--- config.mk ---
export PLATFORM = sky130hd
export DESIGN_NAME = lut_arbiter_flat
export DESIGN_NICKNAME = d
export VERILOG_FILES = /design/src/rtl/lut_arbiter_if.sv /design/src/rtl/lut_arbiter.sv /design/src/flat_wrapper.sv
export SDC_FILE = /design/constraint.sdc
export NUM_CORES = 1
export LEC_CHECK = 0
export ABC_AREA = 0
export CORE_ASPECT_RATIO = 1.2
export CORE_UTILIZATION = 28
export DETAILED_ROUTE_END_ITERATION = 6
export PLACE_DENSITY = 0.84
export SLEW_MARGIN = 20
export SYNTH_ARGS = -nofsm -noshare
export SYNTH_HDL_FRONTEND = slang
export SYNTH_SLANG_ARGS = --single-unit
--- constraint.sdc ---
create_clock -name clk -period 2.43 [get_ports clk]
set_clock_uncertainty 0.1 [all_clocks]
set_input_delay 0.243 -clock clk [delete_from_list [all_inputs] [get_ports clk]]
set_output_delay 0.243 -clock clk [all_outputs]
set_load 0.005 [all_outputs]
--- src/rtl/lut_arbiter_if.sv ---
// lut_arbiter_if: requester and LUT bus shared by lut_arbiter and its users.
// Carries req/addr/gnt, the tagged response, and the shared lut read port.
interface lut_arbiter_if #(
    parameter int N  = 4,
    parameter int W  = 8,
    parameter int AW = 8
);
    logic [N-1:0]    req;
    logic [N*AW-1:0] addr;
    logic [N-1:0]    gnt;
    logic [N-1:0]    rsp_valid;
    logic [W-1:0]    rsp_data;
    logic            rsp_err;
    logic [AW-1:0]   lut_addr;
    logic [W-1:0]    lut_data;

    // Environment side: requesters plus the attached lut.
    modport master (
        output req, addr, lut_data,
        input  gnt, rsp_valid, rsp_data, rsp_err, lut_addr
    );

    // Arbiter side.
    modport slave (
        input  req, addr, lut_data,
        output gnt, rsp_valid, rsp_data, rsp_err, lut_addr
    );
endinterface

--- src/rtl/lut_arbiter.sv ---
// lut_arbiter: shares one registered lut read port among N requesters.
// Ports: clk, reset_n (sync, active-low), bus (lut_arbiter_if.slave):
//   req/addr in, gnt out (combinational), rsp_valid/rsp_data/rsp_err out
//   one cycle after grant, lut_addr out, lut_data in.
// Macro LUT_ARB_FIXED_PRIO_EN: lowest index wins instead of round-robin.
module lut_arbiter #(
    parameter int N  = 4,
    parameter int L  = 256,
    parameter int W  = 8,
    parameter int AW = $clog2(L)
) (
    input  logic           clk,
    input  logic           reset_n,
    lut_arbiter_if.slave   bus
);

    localparam int          PW  = $clog2(N);
    localparam logic [AW:0] LIM = (AW+1)'(L);

    logic          win_vld;
    logic [PW-1:0] win_idx;
    logic [AW-1:0] win_addr;
    logic          win_oor;
    logic          grant;

    logic          rsp_vld_q, rsp_vld_d;
    logic [PW-1:0] rsp_idx_q, rsp_idx_d;
    logic          rsp_oor_q, rsp_oor_d;

`ifdef LUT_ARB_FIXED_PRIO_EN

    // Scan downwards so the lowest requesting index is the last to land.
    always_comb begin
        win_vld = 1'b0;
        win_idx = '0;
        for (int i = N - 1; i >= 0; i--) begin
            if (bus.req[i]) begin
                win_vld = 1'b1;
                win_idx = PW'(i);
            end
        end
    end

`else

    logic [PW-1:0] ptr_q, ptr_d;

    // First requester at or after ptr, wrapping past N-1 to 0.
    always_comb begin
        int j;
        j       = 0;
        win_vld = 1'b0;
        win_idx = '0;
        for (int k = 0; k < N; k++) begin
            j = int'(ptr_q) + k;
            if (j >= N) j = j - N;
            if (!win_vld && bus.req[j]) begin
                win_vld = 1'b1;
                win_idx = PW'(j);
            end
        end
    end

    always_comb begin
        ptr_d = ptr_q;
        if (grant) begin
            if (int'(win_idx) == N - 1) ptr_d = '0;
            else                        ptr_d = win_idx + 1'b1;
        end
    end

    always_ff @(posedge clk) begin
        if (!reset_n) ptr_q <= '0;
        else          ptr_q <= ptr_d;
    end

`endif

    // Grant and lut address are forced idle while reset is asserted.
    always_comb begin
        win_addr     = bus.addr[int'(win_idx)*AW +: AW];
        win_oor      = {1'b0, win_addr} >= LIM;
        grant        = reset_n & win_vld;
        bus.gnt      = grant ? (N'(1) << win_idx) : '0;
        // Out-of-range addresses never reach the table.
        bus.lut_addr = (grant && !win_oor) ? win_addr : '0;
        rsp_vld_d    = grant;
        rsp_idx_d    = win_idx;
        rsp_oor_d    = win_oor;
    end

    always_ff @(posedge clk) begin
        if (!reset_n) begin
            rsp_vld_q <= 1'b0;
            rsp_idx_q <= '0;
            rsp_oor_q <= 1'b0;
        end else begin
            rsp_vld_q <= rsp_vld_d;
            rsp_idx_q <= rsp_idx_d;
            rsp_oor_q <= rsp_oor_d;
        end
    end

    // lut_data is already registered by the lut, aligned with rsp_*_q.
    always_comb begin
        bus.rsp_valid = '0;
        if (rsp_vld_q) bus.rsp_valid[rsp_idx_q] = 1'b1;
        bus.rsp_data = (rsp_vld_q && !rsp_oor_q) ? bus.lut_data : '0;
        bus.rsp_err  = rsp_vld_q & rsp_oor_q;
    end

endmodule

--- src/flat_wrapper.sv ---
// flat-port wrapper written by rule: the top's interface ports become plain ports
module lut_arbiter_flat 
#(
    parameter int N  = 4,
    parameter int L  = 256,
    parameter int W  = 8,
    parameter int AW = $clog2(L)
)
  (clk, reset_n, bus_req, bus_addr, bus_lut_data, bus_gnt, bus_rsp_valid, bus_rsp_data, bus_rsp_err, bus_lut_addr);
  lut_arbiter_if #(.N(N), .W(W), .AW(AW)) bus_i ();
  input  logic clk;
  input  logic reset_n;
  input wire logic [$bits(bus_i.req)-1:0] bus_req;
  input wire logic [$bits(bus_i.addr)-1:0] bus_addr;
  input wire logic [$bits(bus_i.lut_data)-1:0] bus_lut_data;
  output wire logic [$bits(bus_i.gnt)-1:0] bus_gnt;
  output wire logic [$bits(bus_i.rsp_valid)-1:0] bus_rsp_valid;
  output wire logic [$bits(bus_i.rsp_data)-1:0] bus_rsp_data;
  output wire logic [$bits(bus_i.rsp_err)-1:0] bus_rsp_err;
  output wire logic [$bits(bus_i.lut_addr)-1:0] bus_lut_addr;
  assign bus_i.req = bus_req;
  assign bus_i.addr = bus_addr;
  assign bus_i.lut_data = bus_lut_data;
  assign bus_gnt = bus_i.gnt;
  assign bus_rsp_valid = bus_i.rsp_valid;
  assign bus_rsp_data = bus_i.rsp_data;
  assign bus_rsp_err = bus_i.rsp_err;
  assign bus_lut_addr = bus_i.lut_addr;
  lut_arbiter #(.N(N), .L(L), .W(W), .AW(AW)) u_core (.clk(clk), .reset_n(reset_n), .bus(bus_i));
endmodule
==> run_results.csv, run 1 <==
group,metric,value,unit
outcome,outcome,"finished clean",
clocking,insertion_delay,0.24,ns
sta,slew_violations,0,
hold_path,worst_hold_path_type,"reg2reg",
clocking,max-clock-path-buffers,2,
cells_and_area,multiInputGateArea,513,um^2
sta,fin_crit,2.32,ns
synthesis,ys_types,26,
synthesis,seq_area_frac_synth,15.0,%
global_routing,antenna_found_initial,0,
synthesis,yosysWarningCount,0,
global_routing,overflow,0,
run,max_cap_violations,0,
power,power_density,399,mW/mm^2
power,switching_share,31.4,%
clocking,cts_sinks,5,
worst_setup_path,crit_buf_inv,2,
routing,first_pass_iters,4,
worst_setup_path,cp.arrival,1.97,ns
worst_setup_path,critPathCaptureType,"output pin",
worst_setup_path,cp-start-kind,"flip-flop",
sta,setup_slack,0.114,ns
sta,period_share,95.3,%
worst_setup_path,cpMaxStageDelayCell,"clkdlybuf4s50_1",
hold_path,min_to,"u_core.ptr_q[1]",
global_routing,grt_max_degree,21,
die,rows,19,
synthesis,syn_area,668,um^2
worst_setup_path,timing.rr.end,"u_core.ptr_q[1]",
sta,setup-tns-final,0,ns
worst_setup_path,cp_max_fo,8,
routing,wl_per_cell,11.1,um
clocking,numCtsBuffers,3,
routing,drc,0,
power,power_frac_comb,65.8,%
die,ios,71,
worst_setup_path,path_class,"reg2out",
worst_setup_path,crit_family,"buffers and inverters",
sta,hold_violations,0,
worst_setup_path,cp_slowest_stage_delay,0.44,ns
cells_and_area,num-nets-final,209,
hold_path,hold_depth,2,
place,port_buffers,69,
sta,grt_setup_unrepaired,"no",
cells_and_area,syn2layout_area_growth,123,%
cells_and_area,fin_area,0.00149,mm^2
routing,wirelength,2.11,mm
worst_setup_path,reg2reg_depth,7,
sta,fmax,0.432,GHz
die,design.die.area,0.00259,mm^2
worst_setup_path,regToRegSetupSlack,0.79,ns
synthesis,syn_area_per_cell,8.46,um^2
power,p_seq_share,18.6,%
global_routing,grt_use_total,16.6,%
worst_setup_path,cp.required,2.09,ns
cells_and_area,seqCellArea,103,um^2
routing,viasPerCell,4.70,
place,dp_hpwl,1.67,mm
power,clkPwrFrac,15.6,%
cells_and_area,drive_gt1_share,15.8,%
synthesis,synth_nets,129,
worst_setup_path,cp_cell_sequence,"nand2b_4 -> nor2b_1 -> o22a_2 -> buf_12 -> ha_1 -> and3_1 -> clkdlybuf4s50_1",
power,cell_internal_pwr,0.409,mW
clocking,cts-root-buf,"clkbuf_4",
power,total_power,0.596,mW
cells_and_area,fill_cells,197,
place,post-place-ws,-0.178,ns
synthesis,syn_inst,79,
power,peakVddDrop,0.260,mV
worst_setup_path,worst_r2r_startpoint,"u_core.ptr_q[0]",
die,initial_utilization,29.3,%
die,dieHeight,55.5,um
place,dpl_cell_area,0.00140,mm^2
routing,vias,888,
sta,setup_violations,0,
place,gp_congestion,0.797,
synthesis,ys_seq_elements,5,
clocking,htree_levels,1,
routing,initialDrtViolationCount,4,
die,die_x,46.6,um
clocking,cts.clk_slew.worst_paths,0.04,ns
power,power_switching,0.187,mW
global_routing,grt_pass1_wl,3.13,mm
clocking,cts_tree,"done",
global_routing,grt_pass1_vias,822,
hold_path,min_from,"u_core.ptr_q[1]",
die,design.core.area,0.00228,mm^2
power,leakage,0.730,nW
cells_and_area,diodes,0,
routing,ant_nets,0,
==> worst min-delay path, stage by stage (launching register included) <==
cell and delay [ns]:
dfxtp_2 0.34, mux2i_1 0.12, nor2b_1 0.06
==> layout make-up <==
cell class | instances | share of cell area [%]
timing repair buffer | 79 | 53.1
inverter | 5 | 1.26
multi-input combinational | 65 | 34.4
clock buffer | 4 | 1.76
sequential | 5 | 6.87
tap | 31 | 2.60
==> flip-flops by register name, summed over array words and instances, names as in the netlist <==
register	count
u_core.rsp_vld_q	1
u_core.rsp_idx_q	2
u_core.ptr_q	2
==> worst max path at each step <==
stage / startpoint / end / cells past startpoint
6_report: u_core.ptr_q[0] / bus_gnt[2] / 7
5_1_grt: u_core.ptr_q[1] / bus_gnt[2] / 7
4_1_cts: u_core.ptr_q[0] / bus_gnt[0] / 8
3_5_place_dp: bus_req[1] / bus_lut_addr[4] / 8
3_3_place_gp: bus_req[0] / bus_lut_addr[0] / 8
2_1_floorplan: u_core.ptr_q[1] / bus_gnt[1] / 8
==> Yosys cell counts <==
| master | number | area share, % |
|---|---|---|
| nor3b_1 | 1 | 1.1 |
| inv_2 | 2 | 1.1 |
| nand2_2 | 1 | 0.94 |
| dfxtp_1 | 5 | 15 |
| buf_4 | 1 | 1.1 |
| o22ai_1 | 9 | 8.4 |
| nor2_1 | 3 | 1.7 |
| conb_1 | 1 | 0.56 |
| ha_1 | 4 | 7.5 |
| inv_1 | 3 | 1.7 |
| a211oi_2 | 1 | 1.9 |
| nor2b_1 | 2 | 1.9 |
| nand2b_4 | 1 | 2.1 |
| nand2b_1 | 1 | 0.94 |
| clkbuf_1 | 1 | 0.56 |
| and3b_1 | 1 | 1.3 |
| o22a_2 | 1 | 1.5 |
| a21o_1 | 1 | 1.1 |
| and3_1 | 5 | 4.7 |
| a21oi_1 | 2 | 1.5 |
| buf_12 | 2 | 6.0 |
| mux2i_1 | 17 | 25 |
| nand2_1 | 2 | 1.1 |
| and2_1 | 10 | 9.4 |
| o21ai_0 | 1 | 0.75 |
| nand3_1 | 1 | 0.75 |
==> metal layers <==
| metal | part of all wire, % | vias to the layer above | global-route usage [%] |
|---|---|---|---|
| li1 | - | 437 | - |
| met1 | 37 | 386 | 16.4 |
| met2 | 49 | 59 | 28.4 |
| met3 | 11 | 6 | 5.23 |
| met4 | 2.1 | 0 | 9.24 |
| met5 | 0 | - | 0 |
==> layout by cell type (no fill, tap or decap), types with 2 or more instances in the layout <==
cell type / instances
clkdlybuf4s50_1: 55
mux2i_1: 17
dlygate4sd2_1: 10
and2_1: 9
o22ai_1: 8
buf_4: 8
and3_1: 5
ha_1: 4
dlymetal6s2s_1: 4
inv_2: 3
nor2_1: 3
clkbuf_4: 3
dfxtp_1: 3
inv_1: 2
a21oi_1: 2
nor2b_1: 2
dfxtp_2: 2
==> logic make-up after synthesis <==
kind of cell / Yosys count / synth area share, %
other: 1 / 0.561
buffers and inverters: 9 / 10.5
AOI/OAI and AO/OA: 15 / 15.2
adders and majority gates: 4 / 7.49
muxes: 17 / 25.5
and+or+nand+nor: 28 / 25.8
DFF: 5 / 15.0
==> through the flow <==
| step | cells | utilization [%] | hold slack (ns) |
|---|---|---|---|
| floorplan | 79 | - | 0.265 |
| global placement | 180 | 61.2 | 0.467 |
| detailed placement | 180 | 61.2 | 0.470 |
| CTS | 184 | 62.4 | 0.483 |
| global route | 189 | 65.4 | 0.474 |
| finish | 189 | 65.4 | 0.462 |
==> power groups by stage <==
stage | clock network (mW) | registers [mW] | logic (mW)
CTS | 0.0968 | 0.109 | 0.361
floorplan | 0 | 0.105 | 0.194
finish | 0.0928 | 0.111 | 0.392
global route | 0.102 | 0.113 | 0.429
detailed placement | 0 | 0.111 | 0.370
global placement | 0 | 0.109 | 0.364
==> what timing repair did <==
item	4_1_cts	5_1_grt
setup buffers	0	4
pin swaps	1	2
hold buffers	0	0
endpoints found under the setup margin	12	5
endpoints found under the hold margin	0	0
cloned	0	1
gates resized for setup	15	6
(Power assumes the default switching activity.)
==> inputs of run 2 (changes only) <==
--- a/config.mk
+++ b/config.mk
@@ -10,7 +10,7 @@
 export CORE_UTILIZATION = 28
 export DETAILED_ROUTE_END_ITERATION = 6
 export PLACE_DENSITY = 0.84
-export SLEW_MARGIN = 20
+export SLEW_MARGIN = 25
 export SYNTH_ARGS = -nofsm -noshare
 export SYNTH_HDL_FRONTEND = slang
 export SYNTH_SLANG_ARGS = --single-unit
==> results of run 2 <==
Final layout, timing and power as in run 1 (identical DEF).
==> inputs of run 3 (changes only) <==
--- a/config.mk
+++ b/config.mk
@@ -7,9 +7,10 @@
 export LEC_CHECK = 0
 export ABC_AREA = 0
 export CORE_ASPECT_RATIO = 1.2
-export CORE_UTILIZATION = 28
+export CORE_UTILIZATION = 29
+export CTS_BUF_LIST = sky130_fd_sc_hd__clkbuf_4 sky130_fd_sc_hd__clkbuf_8
 export DETAILED_ROUTE_END_ITERATION = 6
-export PLACE_DENSITY = 0.84
+export PLACE_DENSITY = 0.86
 export SLEW_MARGIN = 25
 export SYNTH_ARGS = -nofsm -noshare
 export SYNTH_HDL_FRONTEND = slang
==> run 3 against run 2 <==
  * First-iteration DRC count grew to 3.0 times the previous value
  * Combinational power hardly changed
  * Setup slack better by 0.00080 ns
  * Global-route usage is 2.9 points higher
  * Sequential share of layout area is 0.052 points higher
  * Maximum frequency hardly changed
  * Worst hold slack better by 0.0092 ns
  * Via count is 2.8% lower
  * Final cell count is 2.6% lower
  * Routed wire length is 11% higher
  * Die area is 3.3% lower
==> run_results.csv, run 3 (synthesis gave the netlist of run 1 again) <==
group,metric,value,unit
outcome,outcome,"finished clean",
clocking,max-clock-path-buffers,2,
cells_and_area,diodes,0,
worst_setup_path,path_class,"reg2out",
hold_path,min_from,"u_core.ptr_q[1]",
routing,vias,863,
die,die_x,45.8,um
clocking,numCtsBuffers,3,
sta,setup-tns-final,0,ns
worst_setup_path,cp-start-kind,"flip-flop",
power,cell_internal_pwr,0.421,mW
die,design.die.area,0.00250,mm^2
worst_setup_path,critPathCaptureType,"output pin",
sta,setup_violations,0,
routing,initialDrtViolationCount,12,
cells_and_area,drive_gt1_share,14.9,%
place,dp_hpwl,1.83,mm
place,gp_congestion,0.773,
routing,wirelength,2.34,mm
place,dp_cells,178,
die,design.core.area,0.00212,mm^2
global_routing,grt_pass1_vias,811,
cells_and_area,final_cells,184,
cells_and_area,reg_top3,"u_core.ptr_q: 2 flops, u_core.rsp_idx_q: 2 flops, u_core.rsp_vld_q: 1 flops",
cells_and_area,fin_area,0.00148,mm^2
sta,hold_slack,0.471,ns
die,rows,18,
cells_and_area,final_cell_mix,"clkdlybuf4s50_1, mux2i_1, and2_1",
die,ios,71,
worst_setup_path,cp_max_fo,10,
power,total_power,0.616,mW
global_routing,grt_use_total,19.5,%
routing,drc,0,
hold_path,hold_depth,2,
global_routing,overflow,0,
die,initial_utilization,31.6,%
sta,slew_violations,0,
clocking,holdBufCountCts,0,
clocking,insertion_delay,0.24,ns
worst_setup_path,cp.arrival,1.97,ns
clocking,htree_levels,1,
worst_setup_path,worst_r2r_startpoint,"u_core.ptr_q[0]",
die,dieHeight,54.6,um
power,power_switching,0.195,mW
power,p_seq_share,18.2,%
worst_setup_path,regToRegSetupSlack,0.73,ns
global_routing,grt_max_degree,13,
global_routing,antenna_found_initial,0,
cells_and_area,syn2layout_area_growth,122,%
hold_path,min_to,"u_core.ptr_q[1]",
global_routing,grt_pass1_wl,3.38,mm
sta,fin_crit,2.32,ns
routing,viasPerCell,4.69,
hold_path,worst_hold_path_type,"reg2reg",
power,peakVddDrop,0.259,mV
worst_setup_path,timing.rr.end,"u_core.ptr_q[1]",
clocking,cts_tree,"done",
run,max_cap_violations,0,
routing,ant_nets,0,
sta,period_share,95.3,%
routing,wl_per_cell,12.7,um
power,leakage,0.741,nW
place,port_buffers,69,
clocking,cts.clk_slew.worst_paths,0.04,ns
sta,grt_setup_unrepaired,"no",
cells_and_area,layout_commonest_cell,"clkdlybuf4s50_1",
power,switching_share,31.6,%
worst_setup_path,cp.required,2.09,ns
clocking,cts_sinks,5,
routing,first_pass_iters,4,
sta,fmax,0.432,GHz
place,dpl_cell_area,0.00139,mm^2
power,clkPwrFrac,17.8,%
cells_and_area,num-nets-final,205,
clocking,cts-root-buf,"clkbuf_4",
worst_setup_path,reg2reg_depth,8,
sta,hold_violations,0,
power,power_density,416,mW/mm^2
power,power_frac_comb,64.1,%
==> run 3: cell type report <==
class	instances	area, um^2
multi-input cells	65	518
fillers	173	636
repair buffers	75	774
inverters	5	18.8
flip-flops and latches	5	103
clock buffers	4	30.0
well taps	30	37.5
==> run 3: worst max path at each step <==
| stage | start | end | depth (start not counted) |
|---|---|---|---|
| after floorplan | u_core.ptr_q[1] | bus_gnt[1] | 8 |
| after global placement | bus_req[0] | bus_lut_addr[2] | 9 |
| after detailed placement | bus_req[0] | bus_lut_addr[2] | 9 |
| after CTS | bus_req[2] | bus_lut_addr[7] | 8 |
| after global routing | u_core.ptr_q[1] | bus_lut_addr[3] | 7 |
| final | u_core.ptr_q[1] | bus_lut_addr[3] | 7 |
==> run 3: stage by stage <==
step / util, % / setup WS [ns]
final: 70.0 / 0.115
after global routing: 70.0 / 0.0489
after CTS: 68.1 / 0.000726
after detailed placement: 65.5 / -0.176
after global placement: 65.5 / -0.160
after floorplan: - / 0.697
==> run 3: power by group through the flow <==
stage | Sequential [mW] | Combinational [mW] | Clock, mW
after CTS | 0.110 | 0.385 | 0.111
final | 0.112 | 0.395 | 0.109
after global routing | 0.115 | 0.425 | 0.117
after global placement | 0.110 | 0.364 | 0
after detailed placement | 0.111 | 0.370 | 0
after floorplan | 0.105 | 0.194 | 0
==> run 3: worst max-delay path, stage by stage, from the launching register on <==
cell	delay (ns)
dfxtp_2	0.34
a21o_1	0.17
a21oi_2	0.13
o22a_2	0.20
bufbuf_16	0.29
mux2i_1	0.20
o22ai_1	0.11
dlygate4sd2_1	0.28
==> run 3: what timing repair did <==
| item | in CTS | in global routing |
|---|---|---|
| pin swaps | 1 | 1 |
| resized for setup | 10 | 12 |
| endpoints found under the setup margin | 12 | 6 |
| cloned | 1 | 0 |
| setup buffers | 0 | 1 |
==> run 3: per-layer routing <==
metal / track usage, % / vias up / share of wire [%]
met2: 38.1 / 42 / 57
met1: 18.3 / 386 / 36
met5: 0 / - / 0
met4: 13.2 / 0 / 1.5
met3: 2.31 / 2 / 6.3
li1: - / 433 / -
